`config.mk`:
```
export PLATFORM = sky130hd
export DESIGN_NAME = rx_controller
export DESIGN_NICKNAME = d
export VERILOG_FILES = /design/src/rtl/rx_controller.sv
export SDC_FILE = /design/constraint.sdc
export NUM_CORES = 1
export LEC_CHECK = 0
export CORE_UTILIZATION = 42
export DETAILED_ROUTE_END_ITERATION = 10
export PLACE_DENSITY = 0.75
export SLEW_MARGIN = 5
export SYNTH_ARGS = -nofsm -noshare
export SYNTH_HDL_FRONTEND = slang
export SYNTH_SLANG_ARGS = --single-unit
```
`constraint.sdc`:
```
create_clock -name clk -period 2.7 [get_ports clk]
set_input_delay 0.81 -clock clk [delete_from_list [all_inputs] [get_ports clk]]
set_output_delay 0.81 -clock clk [all_outputs]
set_load 0.005 [all_outputs]
```
`src/rtl/rx_controller.sv`:
```
// USB receive-side packet controller: checks SYNC/PID, streams DATA payload into the buffer, drops CRC.
// Optional macro RX_CRC_CHECK_EN: verify the two trailing CRC bytes against the TX placeholders 8'd13, 8'd14.
module rx_controller #(
  parameter int          BUF_DEPTH   = 64,
  parameter int          MAX_PAYLOAD = 64,
  parameter logic [7:0]  SYNC_BYTE   = 8'h80
) (
  input  logic       clk,
  input  logic       rst,
  input  logic       d_edge,
  input  logic       eop,
  input  logic       shift_enable,
  input  logic       byte_received,
  input  logic [7:0] rcv_data,
  input  logic [6:0] buffer_occupancy,
  output logic       rcving,
  output logic       w_enable,
  output logic [7:0] rx_data,
  output logic [2:0] rx_packet,
  output logic       rx_data_ready,
  output logic       rx_error,
  output logic       rx_transfer_active
);

  localparam int PW = $clog2(MAX_PAYLOAD + 1);

  typedef enum logic [2:0] {
    IDLE, SYNC, PID, DATA, EOP_WAIT, DONE, ERR_WAIT
  } state_t;

  state_t          state_q, state_d;
  logic            rcving_q, rcving_d;
  logic            w_enable_q, w_enable_d;
  logic [7:0]      rx_data_q, rx_data_d;
  logic [2:0]      rx_packet_q, rx_packet_d;
  logic            rx_data_ready_q, rx_data_ready_d;
  logic            rx_error_q, rx_error_d;
  logic            rx_transfer_active_q, rx_transfer_active_d;
  logic [7:0]      h0_q, h0_d, h1_q, h1_d;
  logic [1:0]      held_q, held_d;
  logic [PW-1:0]   payload_q, payload_d;
  logic            eop_strobe;
  logic            write_blocked;

  assign eop_strobe    = eop & shift_enable;
  assign write_blocked = (buffer_occupancy == 7'(BUF_DEPTH)) || (payload_q == PW'(MAX_PAYLOAD));

  always_comb begin
    state_d              = state_q;
    rcving_d             = rcving_q;
    w_enable_d           = 1'b0;
    rx_data_d            = rx_data_q;
    rx_packet_d          = rx_packet_q;
    rx_data_ready_d      = 1'b0;
    rx_error_d           = rx_error_q;
    rx_transfer_active_d = rx_transfer_active_q;
    h0_d                 = h0_q;
    h1_d                 = h1_q;
    held_d               = held_q;
    payload_d            = payload_q;

    case (state_q)
      IDLE: begin
        if (d_edge) begin
          state_d              = SYNC;
          rcving_d             = 1'b1;
          rx_error_d           = 1'b0;
          rx_packet_d          = 3'd0;
          rx_transfer_active_d = 1'b0;
          h0_d                 = 8'd0;
          h1_d                 = 8'd0;
          held_d               = 2'd0;
          payload_d            = '0;
        end
      end
      SYNC: begin
        if (byte_received) state_d = (rcv_data == SYNC_BYTE) ? PID : ERR_WAIT;
        else if (eop_strobe) state_d = ERR_WAIT;
      end
      PID: begin
        if (byte_received) begin
          case (rcv_data)
            8'h3C: begin
              state_d              = DATA;
              rx_packet_d          = 3'd1;
              rx_transfer_active_d = 1'b1;
            end
            8'h2D: begin state_d = EOP_WAIT; rx_packet_d = 3'd2; end
            8'hA5: begin state_d = EOP_WAIT; rx_packet_d = 3'd3; end
            8'hE1: begin state_d = EOP_WAIT; rx_packet_d = 3'd4; end
            default: state_d = ERR_WAIT;
          endcase
        end else if (eop_strobe) begin
          state_d = ERR_WAIT;
        end
      end
      DATA: begin
        // The two newest bytes are held back: they become the CRC if EOP follows.
        if (byte_received) begin
          if (held_q == 2'd2) begin
            if (write_blocked) begin
              state_d = ERR_WAIT;
            end else begin
              w_enable_d = 1'b1;
              rx_data_d  = h1_q;
              payload_d  = payload_q + 1'b1;
            end
          end
          h1_d = h0_q;
          h0_d = rcv_data;
          if (held_q != 2'd2) held_d = held_q + 2'd1;
        end else if (eop_strobe) begin
          if (held_q == 2'd2) begin
`ifdef RX_CRC_CHECK_EN
            if ({h1_q, h0_q} != {8'd13, 8'd14}) begin
              state_d              = IDLE;
              rx_error_d           = 1'b1;
              rcving_d             = 1'b0;
              rx_transfer_active_d = 1'b0;
            end else begin
              state_d = DONE;
            end
`else
            state_d = DONE;
`endif
          end else begin
            state_d              = IDLE;
            rx_error_d           = 1'b1;
            rcving_d             = 1'b0;
            rx_transfer_active_d = 1'b0;
          end
        end
      end
      EOP_WAIT: begin
        if (byte_received)   state_d = ERR_WAIT;
        else if (eop_strobe) state_d = DONE;
      end
      DONE: begin
        state_d              = IDLE;
        rx_data_ready_d      = 1'b1;
        rcving_d             = 1'b0;
        rx_transfer_active_d = 1'b0;
      end
      ERR_WAIT: begin
        if (eop_strobe) begin
          state_d  = IDLE;
          rcving_d = 1'b0;
        end
      end
      default: state_d = IDLE;
    endcase

    // Flag the error on the same edge that enters the error state.
    if (state_d == ERR_WAIT) begin
      rx_error_d           = 1'b1;
      rx_transfer_active_d = 1'b0;
    end
  end

  always_ff @(posedge clk or posedge rst) begin
    if (rst) begin
      state_q              <= IDLE;
      rcving_q             <= 1'b0;
      w_enable_q           <= 1'b0;
      rx_data_q            <= 8'd0;
      rx_packet_q          <= 3'd0;
      rx_data_ready_q      <= 1'b0;
      rx_error_q           <= 1'b0;
      rx_transfer_active_q <= 1'b0;
      h0_q                 <= 8'd0;
      h1_q                 <= 8'd0;
      held_q               <= 2'd0;
      payload_q            <= '0;
    end else begin
      state_q              <= state_d;
      rcving_q             <= rcving_d;
      w_enable_q           <= w_enable_d;
      rx_data_q            <= rx_data_d;
      rx_packet_q          <= rx_packet_d;
      rx_data_ready_q      <= rx_data_ready_d;
      rx_error_q           <= rx_error_d;
      rx_transfer_active_q <= rx_transfer_active_d;
      h0_q                 <= h0_d;
      h1_q                 <= h1_d;
      held_q               <= held_d;
      payload_q            <= payload_d;
    end
  end

  assign rcving             = rcving_q;
  assign w_enable           = w_enable_q;
  assign rx_data            = rx_data_q;
  assign rx_packet          = rx_packet_q;
  assign rx_data_ready      = rx_data_ready_q;
  assign rx_error           = rx_error_q;
  assign rx_transfer_active = rx_transfer_active_q;

endmodule

```
==> flow_metrics.env <==
export IMPL_clkPwrFrac_pct=23.7
export IMPL_crit_start="rcv_data[2]"
export IMPL_worstSetupPathType="input pin to register"
export IMPL_met1_length_mm=2.11
export IMPL_cap_viol_max_count=0
export IMPL_synthFlopType="dfrtp_1"
export IMPL_die_area_um2=5740
export IMPL_ys_warn_count=0
export IMPL_r2r_cells=7
export IMPL_async_flop_share_pct=100
export IMPL_switching_share_pct=35.5
export IMPL_area_growth_syn_to_layout_pct=27.7
export IMPL_synth_distinct_cells=53
export IMPL_nFillCells=447
export IMPL_rrSetupSlack_ns=0.49
export IMPL_htreeDepth=2
export IMPL_synth_largest_area_cell="dfrtp_1"
export IMPL_hold_depth=2
export IMPL_core_area_um2=5170
export IMPL_via_per_inst=5.33
export IMPL_drcViolationCount=0
export IMPL_synth_cells=239
export IMPL_rows=26
export IMPL_place_hpwl_mm=3.48
export IMPL_grtUsageTotal_pct=18.9
export IMPL_rsz0062_at_grt="false"
export IMPL_syn_nets=263
export IMPL_synthMuxAreaShare_pct=7.33
export IMPL_synthTopCellsByArea="dfrtp_1 (48%), nand2_1 (8.4%), mux2_2 (5.4%), o21ai_0 (4.4%), nor2_1 (2.1%)"
export IMPL_io_pins=37
export IMPL_antenna_cells=0
export IMPL_cts_root_buffer="clkbuf_8"
export IMPL_clkSlewWorstSetupHoldPaths_ns=0.09
export IMPL_hold_viol_final=0
export IMPL_synth_edf_count=0
export IMPL_worst_setup_path_end_kind="register"
export IMPL_dr_pass1_iters=4
export IMPL_status="complete, no violations"
export IMPL_met3_length_um=214
export IMPL_cts_resized=0
export IMPL_highest_layer="met4"
export IMPL_power_static_leakage_nw=1.27
export IMPL_comb_power_share_pct=34.6
export IMPL_synth_compound_area_share_pct=16.8
export IMPL_synth_xor_area_share_pct=0.766
export IMPL_intPower_mw=1.40
export IMPL_r2r_start="payload_q[0]"
export IMPL_dp_cells=350
export IMPL_clock_latency_ns=0.30
export IMPL_wl_per_cell_um=13.4
export IMPL_overflow=0
export IMPL_cts_tree="yes"
export IMPL_wl_met2_mm=2.38
export IMPL_ant_nets=0
export IMPL_cts_inserted_buffers=5
export IMPL_hold_buffers=0
export IMPL_drive_above_1_share_pct=14.2
export IMPL_grt_max_degree=45
export IMPL_finalMaxSlewViolations=0
export IMPL_fmax_ghz=0.405
export IMPL_p_switching_mw=0.771
export IMPL_synth_most_common_cell="nand2_1"
export IMPL_setup_viol=0
export IMPL_required_ns=2.88
export IMPL_finalNetCount=311
export IMPL_synth_top_family_by_area="simple AND/OR/NAND/NOR gates"
export IMPL_netlist_area_leader_share_pct=48.1
export IMPL_r2r_end="rx_data[1]"
export IMPL_endpoint="rx_packet[2]"
export IMPL_numPortBuffers=36
export IMPL_hp_start="h0_q[1]"
export IMPL_period_share_pct=91.5
export IMPL_grt_pass1_wl_mm=8.10
export IMPL_yosysSeqAreaShare_pct=48.1
export IMPL_worstHoldPathType="register to register"
export IMPL_max_slew_margin_pct=55.3
export IMPL_fin_util_pct=56.5
export IMPL_startpoint_type="input pin"
export IMPL_synthAdderAreaFrac_pct=1.64
export IMPL_cp_arrival_ns=2.65
export IMPL_power_density_nw_per_um2=744
export IMPL_synthTopCellsByCount="nand2_1 (51), dfrtp_1 (44), o21ai_0 (20)"
export IMPL_die_x_um=75.8
export IMPL_antenna_found_initial=0
export IMPL_clock_path_buffers=2
export IMPL_min_period_ns=2.47
export IMPL_pwr_share_seq_pct=41.7
export IMPL_synth_simple_gate_area_share_pct=21.8
export IMPL_ir_drop_uv=418
export IMPL_gp_congestion=0.876
export IMPL_crit_fanout=4
export IMPL_grt_pass1_vias=1822
export IMPL_fp_dieH_um=75.8
export IMPL_ys_ff_latch=44
export IMPL_initial_utilization_pct=44.2
export IMPL_finClkSkew_ns=0.00907
export IMPL_post_cts_buffers=0
export IMPL_tightest_slew_ns=0.662
export IMPL_finalNonFillerCells=358
export IMPL_synth_area_per_cell_um2=9.57
export IMPL_drt_iter0_markers=145
export IMPL_drt_wl_total_mm=4.81
export IMPL_vias=1907
export IMPL_syn_area_um2=2290
export IMPL_clock_sinks=44
[power groups by stage]
stage                     sequential (mW)  clock [mW]  combinational, mW
after floorplan                     0.862           0              0.575
after global placement              0.911           0              0.736
after detailed placement            0.917           0              0.752
after CTS                           0.904       0.527              0.754
after global routing                0.928       0.560              0.839
final                               0.905       0.514              0.752
[logic make-up (layout without fill, tap and decap cells)]
kind of cell | after synthesis | in the layout
AO/OA/AOI/OAI | 56 | 56
XOR/XNOR | 2 | 2
multiplexers | 15 | 15
buffers and inverters | 19 | 68
flip-flops | 44 | 44
AND/OR/NAND/NOR | 100 | 100
adder cells (fa/ha/maj) | 3 | 3
[flip-flops by register name, indices dropped and copies added, names as in the netlist]
register	count
rx_packet	3
rx_error	1
rx_data	8
state_q	3
w_enable	1
rcving	1
h1_q	8
payload_q	7
held_q	2
rx_transfer_active	1
rx_data_ready	1
h0_q	8
[worst max-delay path, cell delays in order]
cell	delay [ns]
clkdlybuf4s50_1	0.47
nor4bb_1	0.31
buf_4	0.17
and4b_1	0.28
nor2_1	0.06
a22o_1	0.24
mux2_1	0.32
[how the worst min path moves through the flow]
stage	end	slack (ns)
final	h0_q[1]	0.49
after detailed placement	h0_q[1]	0.47
after floorplan	h1_q[0]	0.45
after CTS	h0_q[1]	0.49
after global routing	h0_q[1]	0.51
after global placement	h1_q[1]	0.46
[per-stage QoR]
step / setup WS, ns / TNS [ns] / total power [mW] / cell area, um2 / hold slack [ns]
floorplan: 0.453 / 0 / 1.44 / 2290 / 0.446
global placement: -0.101 / -0.413 / 1.65 / 2810 / 0.459
detailed placement: -0.0784 / -0.321 / 1.67 / 2810 / 0.471
CTS: 0.222 / 0 / 2.19 / 2920 / 0.491
global route: 0.0804 / 0 / 2.33 / 2920 / 0.505
finish: 0.230 / 0 / 2.17 / 2920 / 0.487
[layout by cell type (no fill, tap or decap), drive strengths merged, types with 3 or more instances in the layout]
master and n:
nand2 52, and3b 3, buf 16, inv 9
nor4b 3, nand3 5, clkdlybuf4s50 36, clkbuf 5
nor2b 5, ha 3, nor2 13, o21ai 26
nor3 3, dfrtp 44, a221oi 3, mux2 14
a21oi 7
[routing by layer]
layer	vias to the layer above	track usage (%)
met5	-	0
met4	0	7.20
met3	9	3.97
met2	56	31.5
met1	892	24.2
li1	950	-
[area by class of cell]
class | instances | area (um2) | share of cell area, %
Clock buffer | 5 | 68.8 | 2.36
Clock inverter | 3 | 46.3 | 1.59
Inverter | 8 | 30.0 | 1.03
Multi-Input combinational cell | 176 | 1110 | 37.9
Sequential cell | 44 | 1100 | 37.7
Tap cell | 70 | 87.6 | 3.00
Timing Repair Buffer | 52 | 480 | 16.5
Power figures use the tool's default switching activity.
